**src/rtl/or1200_checker_ctrl.sv**
```systemverilog
// Supervisory controller for the OR1200 privilege checker: warm-up arming, violation
// filtering, halt-request handshake with ack timeout, and sticky alarm until clear.
module or1200_checker_ctrl #(
   parameter int unsigned ARM_CYCLES  = 16,
   parameter int unsigned THRESH      = 2,
   parameter int unsigned CNT_W       = 8,
   parameter int unsigned ACK_TIMEOUT = 64
) (
   input  logic             clk,
   input  logic             rst,
   input  logic             chk_en,
   input  logic             immu_fault_ok,
   input  logic             dmmu_fault_ok,
   input  logic             supv_consistent,
   input  logic             halt_ack,
   input  logic             clr,
   output logic             halt_req,
   output logic             alarm,
   output logic             armed,
   output logic             timeout,
   output logic [2:0]       viol_src,
   output logic [CNT_W-1:0] viol_cnt
);

   // Counters fire on the cycle whose increment lands on LIMIT-1; limits of 0 or 1 mean one cycle.
   localparam int unsigned ARM_TRIG  = (ARM_CYCLES > 1) ? ARM_CYCLES - 2 : 0;
   localparam int unsigned ARM_W     = (ARM_CYCLES > 1) ? $clog2(ARM_CYCLES + 1) : 1;
   localparam int unsigned WAIT_TRIG = (ACK_TIMEOUT > 1) ? ACK_TIMEOUT - 2 : 0;
   localparam int unsigned WAIT_W    = (ACK_TIMEOUT > 1) ? $clog2(ACK_TIMEOUT + 1) : 1;
   localparam int unsigned THR_EFF   = (THRESH == 0) ? 1 : THRESH;
   localparam int unsigned CONS_W    = $clog2(THR_EFF + 1);

   typedef enum logic [2:0] {
      S_DISARM   = 3'd0,
      S_ARMING   = 3'd1,
      S_MONITOR  = 3'd2,
      S_HALT_REQ = 3'd3,
      S_LOCKED   = 3'd4
   } state_t;

   state_t              state_q, state_d;
   logic [ARM_W-1:0]    arm_cnt_q, arm_cnt_d;
   logic [CONS_W-1:0]   consec_q, consec_d;
   logic [WAIT_W-1:0]   wait_q, wait_d;
   logic                halt_req_q, halt_req_d;
   logic                alarm_q, alarm_d;
   logic                armed_q, armed_d;
   logic                timeout_q, timeout_d;
   logic [2:0]          viol_src_q, viol_src_d;
   logic [CNT_W-1:0]    viol_cnt_q, viol_cnt_d;

   logic [2:0] viol_bits_c;
   logic       viol_c;

   assign viol_bits_c = {~supv_consistent, ~dmmu_fault_ok, ~immu_fault_ok};
   assign viol_c      = |viol_bits_c;

   // Next-state and next-output logic
   always_comb begin
      state_d    = state_q;
      arm_cnt_d  = arm_cnt_q;
      consec_d   = consec_q;
      wait_d     = wait_q;
      halt_req_d = halt_req_q;
      alarm_d    = alarm_q;
      timeout_d  = timeout_q;
      viol_src_d = viol_src_q;
      viol_cnt_d = viol_cnt_q;

      if (viol_c && (state_q == S_MONITOR || state_q == S_HALT_REQ || state_q == S_LOCKED)
          && (viol_cnt_q != '1)) begin
         viol_cnt_d = viol_cnt_q + CNT_W'(1);
      end

      case (state_q)
         S_DISARM: begin
            if (chk_en) begin
               state_d   = S_ARMING;
               arm_cnt_d = '0;
            end
         end
         S_ARMING: begin
            arm_cnt_d = arm_cnt_q + ARM_W'(1);
            if (!chk_en) begin
               state_d = S_DISARM;
            end else if (arm_cnt_q == ARM_W'(ARM_TRIG)) begin
               state_d  = S_MONITOR;
               consec_d = '0;
            end
         end
         S_MONITOR: begin
            if (viol_c && (consec_q == CONS_W'(THR_EFF - 1))) begin
               // Trigger has priority over a simultaneous disarm
               state_d    = S_HALT_REQ;
               consec_d   = '0;
               wait_d     = '0;
               viol_src_d = viol_bits_c;
               alarm_d    = 1'b1;
               halt_req_d = 1'b1;
            end else begin
               consec_d = viol_c ? consec_q + CONS_W'(1) : '0;
               if (!chk_en) begin
                  state_d  = S_DISARM;
                  consec_d = '0;
               end
            end
         end
         S_HALT_REQ: begin
            wait_d = wait_q + WAIT_W'(1);
            if (halt_ack) begin
               state_d    = S_LOCKED;
               halt_req_d = 1'b0;
            end else if (wait_q == WAIT_W'(WAIT_TRIG)) begin
               // Fail-safe: keep requesting halt after the CPU never answered
               state_d   = S_LOCKED;
               timeout_d = 1'b1;
            end
         end
         S_LOCKED: begin
            if (clr) begin
               state_d    = S_DISARM;
               alarm_d    = 1'b0;
               timeout_d  = 1'b0;
               viol_src_d = '0;
               halt_req_d = 1'b0;
               consec_d   = '0;
            end
         end
         default: begin
            state_d = S_DISARM;
         end
      endcase

      armed_d = (state_d == S_MONITOR);
   end

   always_ff @(posedge clk) begin
      if (rst) begin
         state_q    <= S_DISARM;
         arm_cnt_q  <= '0;
         consec_q   <= '0;
         wait_q     <= '0;
         halt_req_q <= 1'b0;
         alarm_q    <= 1'b0;
         armed_q    <= 1'b0;
         timeout_q  <= 1'b0;
         viol_src_q <= '0;
         viol_cnt_q <= '0;
      end else begin
         state_q    <= state_d;
         arm_cnt_q  <= arm_cnt_d;
         consec_q   <= consec_d;
         wait_q     <= wait_d;
         halt_req_q <= halt_req_d;
         alarm_q    <= alarm_d;
         armed_q    <= armed_d;
         timeout_q  <= timeout_d;
         viol_src_q <= viol_src_d;
         viol_cnt_q <= viol_cnt_d;
      end
   end

   assign halt_req = halt_req_q;
   assign alarm    = alarm_q;
   assign armed    = armed_q;
   assign timeout  = timeout_q;
   assign viol_src = viol_src_q;
   assign viol_cnt = viol_cnt_q;

endmodule

```
**config.mk**
```make
export PLATFORM = sky130hd
export DESIGN_NAME = or1200_checker_ctrl
export DESIGN_NICKNAME = d
export VERILOG_FILES = /design/src/rtl/or1200_checker_ctrl.sv
export SDC_FILE = /design/constraint.sdc
export NUM_CORES = 1
export LEC_CHECK = 0
export BUFFER_PORTS_ARGS = -buffer_cell sky130_fd_sc_hd__buf_2
export CORE_ASPECT_RATIO = 1.1
export CORE_MARGIN = 1.5
export CORE_UTILIZATION = 55
export CTS_CLUSTER_DIAMETER = 120
export DETAILED_ROUTE_END_ITERATION = 8
export PLACE_DENSITY = 0.75
export SYNTH_ARGS = -nofsm -noshare
export SYNTH_HDL_FRONTEND = slang
export SYNTH_SLANG_ARGS = --single-unit
```
**constraint.sdc**
```tcl
create_clock -name clk -period 1.7 [get_ports clk]
set_input_delay 0.085 -clock clk [delete_from_list [all_inputs] [get_ports clk]]
set_output_delay 0.085 -clock clk [all_outputs]
set_load 0.005 [all_outputs]
```
==> results of run 1 <==
[layout make-up]
class / count / area [um2]
multi-input combinational: 135 / 912
sequential: 32 / 641
timing repair buffer: 36 / 223
fill: 231 / 886
inverter: 11 / 41.3
tap: 33 / 41.3
clock buffer: 8 / 58.8
[worst max-delay path, cell delays in order (launching register included)]
cell and delay (ps):
sky130_fd_sc_hd__dfxtp_1 400, sky130_fd_sc_hd__nor2b_2 190, sky130_fd_sc_hd__buf_4 170, sky130_fd_sc_hd__o211ai_4 110, sky130_fd_sc_hd__or4_4 530, sky130_fd_sc_hd__a21oi_2 130
[Yosys cell counts, drive strengths merged (2+ instances only)]
cell type,count,area [um2]
nand4,3,18.8
o21ai,8,43.8
a21oi,16,83.8
o31ai,2,15.0
o2111ai,2,17.5
o311ai,3,26.3
ha,6,75.1
nand2,15,56.3
nor3b,5,52.6
xor2,2,17.5
or4,3,26.3
o32ai,4,35.0
clkbuf,2,7.51
or3,3,18.8
o41ai,4,35.0
a311oi,4,35.0
inv,10,37.5
a31oi,2,12.5
dfxtp,32,641
buf,6,40.0
nand3,10,50.1
and3,2,12.5
nor2,17,63.8
a41oi,2,17.5
nor2b,3,18.8
[worst max path at each step]
| stage | start | end | slack (ps) | cells after the start |
|---|---|---|---|---|
| CTS | state_q[1]$_SDFF_PP0_ | wait_q[5]$_SDFFE_PP0P_ | 60 | 5 |
| global placement | state_q[1]$_SDFF_PP0_ | wait_q[5]$_SDFFE_PP0P_ | 130 | 5 |
| finish | state_q[1]$_SDFF_PP0_ | wait_q[5]$_SDFFE_PP0P_ | 110 | 5 |
| floorplan | viol_cnt[0]$_SDFFE_PP0P_ | viol_cnt[6]$_SDFFE_PP0P_ | 240 | 5 |
| detailed placement | state_q[1]$_SDFF_PP0_ | wait_q[5]$_SDFFE_PP0P_ | 100 | 5 |
| global route | state_q[1]$_SDFF_PP0_ | wait_q[6]$_SDFFE_PP0P_ | -5 | 5 |
[kinds of logic after synthesis]
group / count (synthesis) / synth area share
AOI/OAI and AO/OA: 55 / 0.245
xor gates and xnor gates: 2 / 0.0107
adders and majority gates: 6 / 0.0459
buffers and inverters: 19 / 0.0543
DFF: 32 / 0.391
muxes: 2 / 0.0130
and+or+nand+nor: 70 / 0.240
[layer usage]
layer | up-vias | part of all wire
li1 | 770 | -
met1 | 754 | 0.43
met2 | 29 | 0.52
met3 | 8 | 0.038
met4 | 0 | 0.015
met5 | - | 0
[per-stage QoR]
step                cell area, um2  setup TNS, ps  power, mW  worst slack (ps)
global placement              1820              0      0.841               126
global route                  1920          -5.22       1.34             -5.22
finish                        1920              0       1.29               109
detailed placement            1820              0      0.843              96.4
floorplan                     1640              0      0.813               240
CTS                           1910              0       1.30              55.9
[state kept, by name, indices dropped and copies added, names as in the netlist]
| signal | flops |
|---|---|
| state_q | 3 |
| halt_req | 1 |
| alarm | 1 |
| armed | 1 |
| consec_q | 2 |
| timeout | 1 |
| viol_cnt | 8 |
| arm_cnt_q | 5 |
| viol_src | 3 |
| wait_q | 7 |
[power breakdown]
| group | internal, mW | switching (mW) | total, mW |
|---|---|---|---|
| Sequential | 0.752 | 0.00507 | 0.757 |
| Combinational | 0.0296 | 0.0449 | 0.0745 |
| Clock | 0.204 | 0.254 | 0.458 |
[repair_timing]
action	CTS	global route
endpoints found under the hold margin	3	0
hold buffers	3	0
setup endpoints to repair	0	2
gates resized for setup	0	2
==> run_summary.xml, run 1 <==
<?xml version="1.0" encoding="UTF-8"?>
<metrics>
  <group name="outcome">
    <metric name="status" unit="">finished, final reports clean</metric>
  </group>
  <group name="logic_synthesis">
    <metric name="synth_edf_count" unit="">0</metric>
    <metric name="cell_count_after_synthesis" unit="">186</metric>
    <metric name="synth-main-ff-cell" unit="">sky130_fd_sc_hd__dfxtp_1</metric>
    <metric name="yosys_register_bits" unit="">32</metric>
    <metric name="yosysWarnings" unit="">0</metric>
    <metric name="synth_nets" unit="">200</metric>
    <metric name="avgSynthCellArea" unit="um2">8.80</metric>
    <metric name="post_synth_num_cell_types" unit="">52</metric>
    <metric name="synth.cell_area" unit="um2">1640</metric>
    <metric name="synth.yosys.seq_area_share" unit="">0.391</metric>
    <metric name="synthArstFlopShare" unit="">0</metric>
  </group>
  <group name="drt">
    <metric name="first_iter_violations" unit="">54</metric>
    <metric name="detail_route.wl_per_cell" unit="um">14.5</metric>
    <metric name="first_pass_iters" unit="">4</metric>
    <metric name="viasPerCell" unit="">6.12</metric>
    <metric name="detail_route.wirelength" unit="um">3690</metric>
    <metric name="remaining_drc_errors" unit="">0</metric>
    <metric name="drt.antenna.violating_nets" unit="">0</metric>
    <metric name="vias" unit="">1561</metric>
  </group>
  <group name="finish">
    <metric name="n_antenna_cell" unit="">0</metric>
    <metric name="layout_common_cells" unit="">sky130_fd_sc_hd__dfxtp_1 (32), sky130_fd_sc_hd__buf_2 (22), sky130_fd_sc_hd__nor2_1 (17)</metric>
    <metric name="layout.cells.non_filler" unit="">255</metric>
    <metric name="final_nets" unit="">235</metric>
    <metric name="drive_gt1_frac" unit="">0.225</metric>
    <metric name="finalCoreUtilization" unit="">0.684</metric>
    <metric name="area.growth.synth_to_final" unit="%">17.1</metric>
    <metric name="final_common_cell" unit="">sky130_fd_sc_hd__dfxtp_1</metric>
  </group>
  <group name="clock_network">
    <metric name="clock_tree_from_tritoncts" unit="">done</metric>
    <metric name="worst_skew_pair.late_latency" unit="ps">330</metric>
    <metric name="maximum_root_to_sink_buffer_count" unit="">2</metric>
    <metric name="clkSlewWorstSetupHoldPaths" unit="ps">100</metric>
    <metric name="clock_sink_count" unit="">32</metric>
    <metric name="cts-buffers-inserted" unit="">5</metric>
    <metric name="clock_tree.root_cell" unit="">sky130_fd_sc_hd__clkbuf_4</metric>
    <metric name="postCtsSetupBuffers" unit="">0</metric>
    <metric name="h-tree-depth" unit="">2</metric>
  </group>
  <group name="global_routing">
    <metric name="first_global_vias" unit="">1379</metric>
    <metric name="grt_most_used_layer" unit="">met2</metric>
    <metric name="gr-usage-met3" unit="">0.0875</metric>
    <metric name="grt_usage" unit="">0.254</metric>
    <metric name="globalRouteMet1Util" unit="">0.288</metric>
    <metric name="initial_antenna_violation_count" unit="">0</metric>
    <metric name="globalRouteOverflowTotal" unit="">0</metric>
    <metric name="grt_max_degree" unit="">23</metric>
    <metric name="met2_usage" unit="">0.440</metric>
    <metric name="grt_pass1_wl" unit="um">5980</metric>
  </group>
  <group name="floorplan">
    <metric name="floorplan.die_area" unit="um2">3310</metric>
    <metric name="floorplan.die.width" unit="um">55.0</metric>
    <metric name="pin_count" unit="">23</metric>
    <metric name="fp-row-count" unit="">20</metric>
    <metric name="placeableCoreArea" unit="um2">2800</metric>
    <metric name="starting_density" unit="">0.584</metric>
    <metric name="dieHeight" unit="um">60.2</metric>
  </group>
  <group name="critical_path">
    <metric name="type_of_element_launching_the_critical_path" unit="">register</metric>
    <metric name="worstSetupEndpointType" unit="">register</metric>
    <metric name="cp_max_fo" unit="">7</metric>
    <metric name="crit_type" unit="">register to register</metric>
    <metric name="crit-reg2reg-launch" unit="">state_q[1]$_SDFF_PP0_</metric>
    <metric name="crit_required" unit="ps">1980</metric>
    <metric name="worst_r2r_path_depth" unit="">5</metric>
    <metric name="worst_r2r_endpoint" unit="">wait_q[5]$_SDFFE_PP0P_</metric>
    <metric name="rrSetupSlack" unit="ps">110</metric>
    <metric name="timing.critical_path.arrival" unit="ps">1870</metric>
  </group>
  <group name="sta">
    <metric name="finClkSkew" unit="ps">4.69</metric>
    <metric name="maximum_frequency_from_static_timing_analysis" unit="GHz">0.628</metric>
    <metric name="fin_worst_hold_slack" unit="ps">59.4</metric>
    <metric name="timing_max_transition_violations_final" unit="">0</metric>
    <metric name="period_share" unit="">0.936</metric>
    <metric name="finalHoldViolCount" unit="">0</metric>
    <metric name="worstMarginPinSlew" unit="ps">449</metric>
    <metric name="final.min_clock_period" unit="ps">1590</metric>
    <metric name="setup_viol" unit="">0</metric>
    <metric name="remaining_max_slew_budget_at_the_tightest_pin" unit="">0.700</metric>
  </group>
  <group name="worst_hold_path">
    <metric name="hold_path.startpoint" unit="">clr</metric>
    <metric name="holdPathEnd" unit="">state_q[2]$_SDFF_PP0_</metric>
    <metric name="worst_hold_path_type" unit="">input port to register</metric>
    <metric name="hold_depth" unit="">3</metric>
  </group>
  <group name="place">
    <metric name="placement.io_buffers" unit="">22</metric>
    <metric name="gp_congestion" unit="">0.860</metric>
    <metric name="dpl.cell_count" unit="">244</metric>
    <metric name="hpwl" unit="um">2640</metric>
  </group>
  <group name="run">
    <metric name="maxCapViolations" unit="">0</metric>
  </group>
  <group name="power">
    <metric name="cellLeakagePower" unit="nW">0.736</metric>
    <metric name="pwr_density_cell" unit="nW/um2">673</metric>
    <metric name="peakVddDrop" unit="uV">514</metric>
  </group>
</metrics>
Power figures use the tool's default switching activity.
==> run 2, diff against run 1 <==
--- a/config.mk
+++ b/config.mk
@@ -5,12 +5,15 @@
 export SDC_FILE = /design/constraint.sdc
 export NUM_CORES = 1
 export LEC_CHECK = 0
+export ABC_AREA = 1
 export BUFFER_PORTS_ARGS = -buffer_cell sky130_fd_sc_hd__buf_2
 export CORE_ASPECT_RATIO = 1.1
 export CORE_MARGIN = 1.5
 export CORE_UTILIZATION = 55
+export CTS_BUF_LIST = sky130_fd_sc_hd__clkbuf_2
 export CTS_CLUSTER_DIAMETER = 120
 export DETAILED_ROUTE_END_ITERATION = 8
+export GPL_ROUTABILITY_DRIVEN = 1
 export PLACE_DENSITY = 0.75
 export SYNTH_ARGS = -nofsm -noshare
 export SYNTH_HDL_FRONTEND = slang
==> run 2 against run 1 <==
Net effect: global-route usage shrank 4.8 points; area after synthesis grew 6.2%; register-to-register slack gained 150 ps; critical path type unchanged; largest power group unchanged.
==> run_summary.xml, run 2 <==
<?xml version="1.0" encoding="UTF-8"?>
<metrics>
  <group name="critical_path">
    <metric name="timing.critical_path.slowest_cell_delay" unit="ps">430</metric>
    <metric name="timing.critical_path.arrival" unit="ps">1710</metric>
    <metric name="worst_r2r_path_depth" unit="">8</metric>
    <metric name="crit_required" unit="ps">1970</metric>
    <metric name="rrSetupSlack" unit="ps">260</metric>
    <metric name="worstSetupEndpointType" unit="">register</metric>
    <metric name="type_of_element_launching_the_critical_path" unit="">register</metric>
    <metric name="cp_max_fo" unit="">9</metric>
    <metric name="crit-reg2reg-launch" unit="">viol_cnt[0]$_SDFFE_PP0P_</metric>
    <metric name="worst_r2r_endpoint" unit="">viol_cnt[4]$_SDFFE_PP0P_</metric>
    <metric name="crit_type" unit="">register to register</metric>
    <metric name="critical_path.cell_chain" unit="">ha_1, inv_1, nor2_1, nand2_1, nand3_4, inv_2, nand2_1, a21oi_1</metric>
    <metric name="critical-path-top-cell-by-count" unit="">sky130_fd_sc_hd__nand2_1</metric>
    <metric name="crit_slowest_cell" unit="">sky130_fd_sc_hd__dfxtp_1</metric>
  </group>
  <group name="logic_synthesis">
    <metric name="synth.top_cells.by_area" unit="">sky130_fd_sc_hd__dfxtp_1 (37%), sky130_fd_sc_hd__nand2_1 (16%), sky130_fd_sc_hd__a21oi_1 (7.5%)</metric>
    <metric name="synth.most_common_cell" unit="">sky130_fd_sc_hd__nand2_1</metric>
    <metric name="synth_nets" unit="">270</metric>
    <metric name="synth-main-ff-cell" unit="">sky130_fd_sc_hd__dfxtp_1</metric>
    <metric name="synth_commonest_cells" unit="">sky130_fd_sc_hd__nand2_1 (75), sky130_fd_sc_hd__dfxtp_1 (32), sky130_fd_sc_hd__inv_1 (32)</metric>
    <metric name="synthArstFlopShare" unit="">0</metric>
    <metric name="avgSynthCellArea" unit="um2">6.79</metric>
    <metric name="yosysWarnings" unit="">0</metric>
    <metric name="post_synth_num_cell_types" unit="">28</metric>
    <metric name="synth.yosys.seq_area_share" unit="">0.369</metric>
    <metric name="synth.cell_area" unit="um2">1740</metric>
    <metric name="synth_edf_count" unit="">0</metric>
    <metric name="yosysTopAreaCell" unit="">sky130_fd_sc_hd__dfxtp_1</metric>
    <metric name="fraction_of_post_synthesis_cell_area_in_the_top_cell_type_by_area" unit="">0.369</metric>
    <metric name="yosys_register_bits" unit="">32</metric>
    <metric name="cell_count_after_synthesis" unit="">256</metric>
  </group>
  <group name="floorplan">
    <metric name="pin_count" unit="">23</metric>
    <metric name="placeableCoreArea" unit="um2">3020</metric>
    <metric name="starting_density" unit="">0.575</metric>
    <metric name="floorplan.die.width" unit="um">56.6</metric>
    <metric name="fp-row-count" unit="">21</metric>
    <metric name="dieHeight" unit="um">62.0</metric>
    <metric name="floorplan.die_area" unit="um2">3510</metric>
  </group>
  <group name="clock_network">
    <metric name="maximum_root_to_sink_buffer_count" unit="">2</metric>
    <metric name="holdBufCountCts" unit="">3</metric>
    <metric name="worst_skew_pair.late_latency" unit="ps">370</metric>
    <metric name="postCtsSetupBuffers" unit="">0</metric>
    <metric name="cts-buffers-inserted" unit="">5</metric>
    <metric name="cts-resized-gates" unit="">0</metric>
    <metric name="h-tree-depth" unit="">2</metric>
    <metric name="clkSlewWorstSetupHoldPaths" unit="ps">170</metric>
    <metric name="clock_sink_count" unit="">32</metric>
    <metric name="clock_tree.root_cell" unit="">sky130_fd_sc_hd__clkbuf_2</metric>
    <metric name="clock_tree_from_tritoncts" unit="">done</metric>
  </group>
  <group name="sta">
    <metric name="final.setup.tns" unit="ps">0</metric>
    <metric name="rsz0062_at_grt" unit="">false</metric>
    <metric name="maximum_frequency_from_static_timing_analysis" unit="GHz">0.693</metric>
    <metric name="timing_max_transition_violations_final" unit="">0</metric>
    <metric name="finClkSkew" unit="ps">19.2</metric>
    <metric name="finalHoldViolCount" unit="">0</metric>
    <metric name="remaining_max_slew_budget_at_the_tightest_pin" unit="">0.766</metric>
    <metric name="setup_viol" unit="">0</metric>
    <metric name="period_share" unit="">0.849</metric>
    <metric name="fin_worst_hold_slack" unit="ps">65.8</metric>
    <metric name="worstMarginPinSlew" unit="ps">350</metric>
    <metric name="final.min_clock_period" unit="ps">1440</metric>
  </group>
  <group name="global_routing">
    <metric name="grt_max_degree" unit="">15</metric>
    <metric name="globalRouteOverflowTotal" unit="">0</metric>
    <metric name="first_global_vias" unit="">1322</metric>
    <metric name="initial_antenna_violation_count" unit="">0</metric>
    <metric name="globalRouteMet1Util" unit="">0.261</metric>
    <metric name="gr-usage-met3" unit="">0.0580</metric>
    <metric name="grt_most_used_layer" unit="">met2</metric>
    <metric name="grt_pass1_wl" unit="um">5630</metric>
    <metric name="grt_usage" unit="">0.206</metric>
    <metric name="met2_usage" unit="">0.344</metric>
  </group>
  <group name="finish">
    <metric name="finalCoreUtilization" unit="">0.650</metric>
    <metric name="area.growth.synth_to_final" unit="%">13.0</metric>
    <metric name="drive_gt1_frac" unit="">0.149</metric>
    <metric name="largest_register_ffs" unit="">8</metric>
    <metric name="final_nets" unit="">301</metric>
    <metric name="layout_common_cells" unit="">sky130_fd_sc_hd__nand2_1 (75), sky130_fd_sc_hd__inv_1 (32), sky130_fd_sc_hd__dfxtp_1 (32)</metric>
    <metric name="final_common_cell" unit="">sky130_fd_sc_hd__nand2_1</metric>
    <metric name="n_antenna_cell" unit="">0</metric>
  </group>
  <group name="place">
    <metric name="gp_congestion" unit="">0.879</metric>
    <metric name="placement.io_buffers" unit="">22</metric>
    <metric name="hpwl" unit="um">2500</metric>
  </group>
  <group name="drt">
    <metric name="first_iter_violations" unit="">65</metric>
    <metric name="detail_route.wl_per_cell" unit="um">10.5</metric>
    <metric name="detail_route.wirelength" unit="um">3370</metric>
    <metric name="vias" unit="">1657</metric>
    <metric name="viasPerCell" unit="">5.15</metric>
    <metric name="drt.antenna.violating_nets" unit="">0</metric>
    <metric name="remaining_drc_errors" unit="">0</metric>
    <metric name="first_pass_iters" unit="">4</metric>
  </group>
  <group name="worst_hold_path">
    <metric name="hold_path.startpoint" unit="">rst</metric>
    <metric name="holdPathEnd" unit="">wait_q[6]$_SDFFE_PP0P_</metric>
    <metric name="hold_depth" unit="">2</metric>
    <metric name="worst_hold_path_type" unit="">input port to register</metric>
  </group>
  <group name="power">
    <metric name="peakVddDrop" unit="uV">457</metric>
    <metric name="cellLeakagePower" unit="nW">0.905</metric>
    <metric name="pwr_density_cell" unit="nW/um2">606</metric>
  </group>
  <group name="outcome">
    <metric name="status" unit="">finished, final reports clean</metric>
  </group>
  <group name="run">
    <metric name="maxCapViolations" unit="">0</metric>
  </group>
</metrics>
-- run 2: worst max-delay path: cells and delay by family, from the launching register on --
kind | cells | cell delay, ps
DFF | 1 | 430
AOI/OAI and AO/OA | 1 | 50
and+or+nand+nor | 4 | 480
buffers and inverters | 2 | 150
adders and majority gates | 1 | 220
-- run 2: final cells by class --
class	count	area, um2
Tap cell	34	42.5
Clock inverter	1	3.75
Multi-Input combinational cell	187	958
Inverter	34	128
Sequential cell	32	641
Timing Repair Buffer	27	155
Clock buffer	7	35.0
Fill cell	299	1060
-- run 2: per-layer routing --
| metal | routed length [um] | part of all wire | vias up |
|---|---|---|---|
| li1 | - | - | 888 |
| met1 | 1620 | 0.48 | 731 |
| met2 | 1560 | 0.46 | 33 |
| met3 | 156 | 0.046 | 5 |
| met4 | 42 | 0.012 | 0 |
| met5 | 0 | 0 | - |
-- run 2: report_power, final --
part | switching (mW) | internal [mW] | leakage, nW
Combinational | 0.0401 | 0.0255 | 0.616
Clock | 0.253 | 0.110 | 0.0306
Sequential | 0.00551 | 0.755 | 0.258
Total | 0.298 | 0.891 | 0.905
-- run 2: how the worst max path moves through the flow --
stage / slack [ps] / cells past startpoint / end / startpoint
after global placement: 280 / 7 / viol_cnt[0]$_SDFFE_PP0P_ / state_q[1]$_SDFF_PP0_
after detailed placement: 290 / 7 / viol_cnt[5]$_SDFFE_PP0P_ / state_q[1]$_SDFF_PP0_
after CTS: 260 / 7 / viol_cnt[5]$_SDFFE_PP0P_ / state_q[1]$_SDFF_PP0_
after global routing: 90 / 7 / viol_cnt[5]$_SDFFE_PP0P_ / state_q[1]$_SDFF_PP0_
final: 260 / 8 / viol_cnt[4]$_SDFFE_PP0P_ / viol_cnt[0]$_SDFFE_PP0P_
after floorplan: 410 / 8 / viol_cnt[7]$_SDFFE_PP0P_ / viol_cnt[0]$_SDFFE_PP0P_
-- run 2: stage by stage --
step                      instance area [um2]  worst slack [ps]  power [mW]  std cells
after floorplan                          1740               406       0.814        256
after global placement                   1890               278       0.838        311
after detailed placement                 1890               292       0.837        311
after CTS                                1960               259        1.21        322
after global routing                     1960              86.3        1.24        322
final                                    1960               257        1.19        322
-- run 2: cell families after synthesis --
family	synth area share
AND/OR/NAND/NOR	0.373
AO/OA/AOI/OAI	0.115
buffers and inverters	0.0799
flip-flops	0.369
adder cells (fa/ha/maj)	0.0432
XOR/XNOR	0.0202
==> run 3, diff against run 2 <==
==> constraint.sdc (replaced) <==
create_clock -name clk -period 1.38 [get_ports clk]
set_input_delay 0.069 -clock clk [delete_from_list [all_inputs] [get_ports clk]]
set_output_delay 0.069 -clock clk [all_outputs]
set_load 0.005 [all_outputs]
==> run 3 against run 2 <==
Net effect: final cell count is 4.0% higher; via count is 2.9% higher; sequential power is 23% higher; non-clock buffer count is 13 higher; global-route usage is 1.0 points higher; register-to-register slack worse by 180 ps; clock power is 77% higher; critical endpoint is now viol_src[1]$_SDFFE_PP0P_; largest cell class unchanged; largest power group unchanged.
==> run_summary.xml, run 3 (same netlist as run 2, synthesis figures left out) <==
<?xml version="1.0" encoding="UTF-8"?>
<metrics>
  <group name="power">
    <metric name="cellLeakagePower" unit="nW">0.986</metric>
    <metric name="pwr_density_cell" unit="nW/um2">785</metric>
    <metric name="peakVddDrop" unit="uV">590</metric>
  </group>
  <group name="clock_network">
    <metric name="h-tree-depth" unit="">2</metric>
    <metric name="clock_sink_count" unit="">32</metric>
    <metric name="cts-buffers-inserted" unit="">5</metric>
    <metric name="maximum_root_to_sink_buffer_count" unit="">2</metric>
    <metric name="clkSlewWorstSetupHoldPaths" unit="ps">180</metric>
    <metric name="clock_tree.root_cell" unit="">sky130_fd_sc_hd__clkbuf_2</metric>
    <metric name="worst_skew_pair.late_latency" unit="ps">390</metric>
    <metric name="clock_tree_from_tritoncts" unit="">done</metric>
  </group>
  <group name="finish">
    <metric name="layout_common_cells" unit="">sky130_fd_sc_hd__nand2_1 (72), sky130_fd_sc_hd__inv_1 (31), sky130_fd_sc_hd__dfxtp_1 (27)</metric>
    <metric name="final_nets" unit="">314</metric>
    <metric name="n_antenna_cell" unit="">0</metric>
    <metric name="largest_register_ffs" unit="">8</metric>
    <metric name="layout.cells.non_filler" unit="">335</metric>
    <metric name="finalCoreUtilization" unit="">0.705</metric>
    <metric name="num-fill-cells" unit="">260</metric>
    <metric name="area.growth.synth_to_final" unit="%">22.6</metric>
    <metric name="final_common_cell" unit="">sky130_fd_sc_hd__nand2_1</metric>
    <metric name="drive_gt1_frac" unit="">0.236</metric>
  </group>
  <group name="critical_path">
    <metric name="worstSetupEndpointType" unit="">register</metric>
    <metric name="type_of_element_launching_the_critical_path" unit="">register</metric>
    <metric name="cp_max_fo" unit="">6</metric>
    <metric name="crit_required" unit="ps">1690</metric>
    <metric name="timing.critical_path.arrival" unit="ps">1620</metric>
    <metric name="crit_type" unit="">register to register</metric>
  </group>
  <group name="global_routing">
    <metric name="initial_antenna_violation_count" unit="">0</metric>
    <metric name="grt_pass1_wl" unit="um">5830</metric>
    <metric name="grt_usage" unit="">0.217</metric>
    <metric name="grt_max_degree" unit="">15</metric>
    <metric name="globalRouteOverflowTotal" unit="">0</metric>
    <metric name="first_global_vias" unit="">1447</metric>
  </group>
  <group name="sta">
    <metric name="setup_slack" unit="ps">77.7</metric>
    <metric name="final.min_clock_period" unit="ps">1300</metric>
    <metric name="remaining_max_slew_budget_at_the_tightest_pin" unit="">0.815</metric>
    <metric name="timing_max_transition_violations_final" unit="">0</metric>
    <metric name="finalHoldViolCount" unit="">0</metric>
    <metric name="worstMarginPinSlew" unit="ps">277</metric>
    <metric name="finClkSkew" unit="ps">17.9</metric>
    <metric name="final.setup.tns" unit="ps">0</metric>
    <metric name="rsz0062_at_grt" unit="">true</metric>
    <metric name="maximum_frequency_from_static_timing_analysis" unit="GHz">0.768</metric>
    <metric name="period_share" unit="">0.944</metric>
    <metric name="setup_viol" unit="">0</metric>
  </group>
  <group name="drt">
    <metric name="detail_route.wirelength" unit="um">3620</metric>
    <metric name="first_pass_iters" unit="">4</metric>
    <metric name="routed.top_layer" unit="">met4</metric>
    <metric name="detail_route.wl_per_cell" unit="um">10.8</metric>
    <metric name="first_iter_violations" unit="">57</metric>
    <metric name="remaining_drc_errors" unit="">0</metric>
    <metric name="drt-met1-wl" unit="um">1720</metric>
    <metric name="drt.antenna.violating_nets" unit="">0</metric>
    <metric name="met2_wl_post_dr" unit="um">1690</metric>
    <metric name="vias" unit="">1705</metric>
    <metric name="route.met3.wl" unit="um">151</metric>
    <metric name="viasPerCell" unit="">5.09</metric>
  </group>
  <group name="floorplan">
    <metric name="pin_count" unit="">23</metric>
    <metric name="fp-row-count" unit="">21</metric>
    <metric name="starting_density" unit="">0.575</metric>
    <metric name="floorplan.die.width" unit="um">56.6</metric>
    <metric name="dieHeight" unit="um">62.0</metric>
    <metric name="placeableCoreArea" unit="um2">3020</metric>
    <metric name="floorplan.die_area" unit="um2">3510</metric>
  </group>
  <group name="run">
    <metric name="maxCapViolations" unit="">0</metric>
  </group>
  <group name="place">
    <metric name="preCtsSetupSlack" unit="ps">0.463</metric>
    <metric name="gp_congestion" unit="">0.821</metric>
    <metric name="hpwl" unit="um">2720</metric>
    <metric name="dpl.cell_count" unit="">322</metric>
    <metric name="placement.io_buffers" unit="">22</metric>
  </group>
  <group name="worst_hold_path">
    <metric name="worst_hold_path_type" unit="">input port to register</metric>
  </group>
  <group name="outcome">
    <metric name="status" unit="">finished, final reports clean</metric>
  </group>
</metrics>
-- run 3: final cells by class --
class | instances | area [um2] | share of cell area
multi-input cells | 187 | 986 | 0.463
flip-flops and latches | 32 | 652 | 0.306
repair buffers | 40 | 255 | 0.120
inverters | 34 | 130 | 0.0611
well taps | 34 | 42.5 | 0.0200
clock inverters | 2 | 35.0 | 0.0164
clock buffers | 6 | 30.0 | 0.0141
-- run 3: per-layer routing --
metal  GRT usage  vias to the layer above
li1            -                      910
met4       0.122                        0
met5           0                        -
met2       0.355                       41
met3      0.0455                        7
met1       0.271                      747
-- run 3: through the flow --
step	instance area (um2)	hold slack, ps	power [mW]
after floorplan	1740	261	1.00
after global placement	1980	371	1.04
after detailed placement	1980	382	1.04
after CTS	2090	10.8	1.69
after global routing	2130	35.5	1.74
final	2130	22.9	1.67
-- run 3: path summary, 6_finish.rpt --
kind	depth (start not counted)	slack, ps	from	end
setup / recovery	6	80	state_q[2]$_SDFF_PP0_	viol_src[1]$_SDFFE_PP0P_
hold / removal	5	20	chk_en	state_q[1]$_SDFF_PP0_
setup reg to reg	6	80	state_q[2]$_SDFF_PP0_	viol_src[1]$_SDFFE_PP0P_
hold reg to reg	2	480	alarm$_SDFFE_PP0P_	alarm$_SDFFE_PP0P_
-- run 3: power breakdown --
| part | switching, mW | internal (mW) | total, mW |
|---|---|---|---|
| logic | 0.0558 | 0.0397 | 0.0955 |
| registers | 0.00624 | 0.927 | 0.934 |
| clock network | 0.331 | 0.312 | 0.643 |
| total | 0.393 | 1.28 | 1.67 |
-- run 3: what timing repair did --
action / 4_1_cts / 5_1_grt
setup endpoints to repair: 10 / 19
hold buffers: 4 / 0
endpoints found under the hold margin: 4 / 0
pin swaps: 0 / 5
resized for setup: 3 / 16
buffers inserted: 0 / 1
-- run 3: critical path: stages (launching register included) --
cell                      delay [ps]
sky130_fd_sc_hd__dfxtp_4         420
sky130_fd_sc_hd__inv_2            80
sky130_fd_sc_hd__nand2_2          80
sky130_fd_sc_hd__nor2_4          120
sky130_fd_sc_hd__nand3_2         130
sky130_fd_sc_hd__or2_0           230
sky130_fd_sc_hd__a21oi_1         170
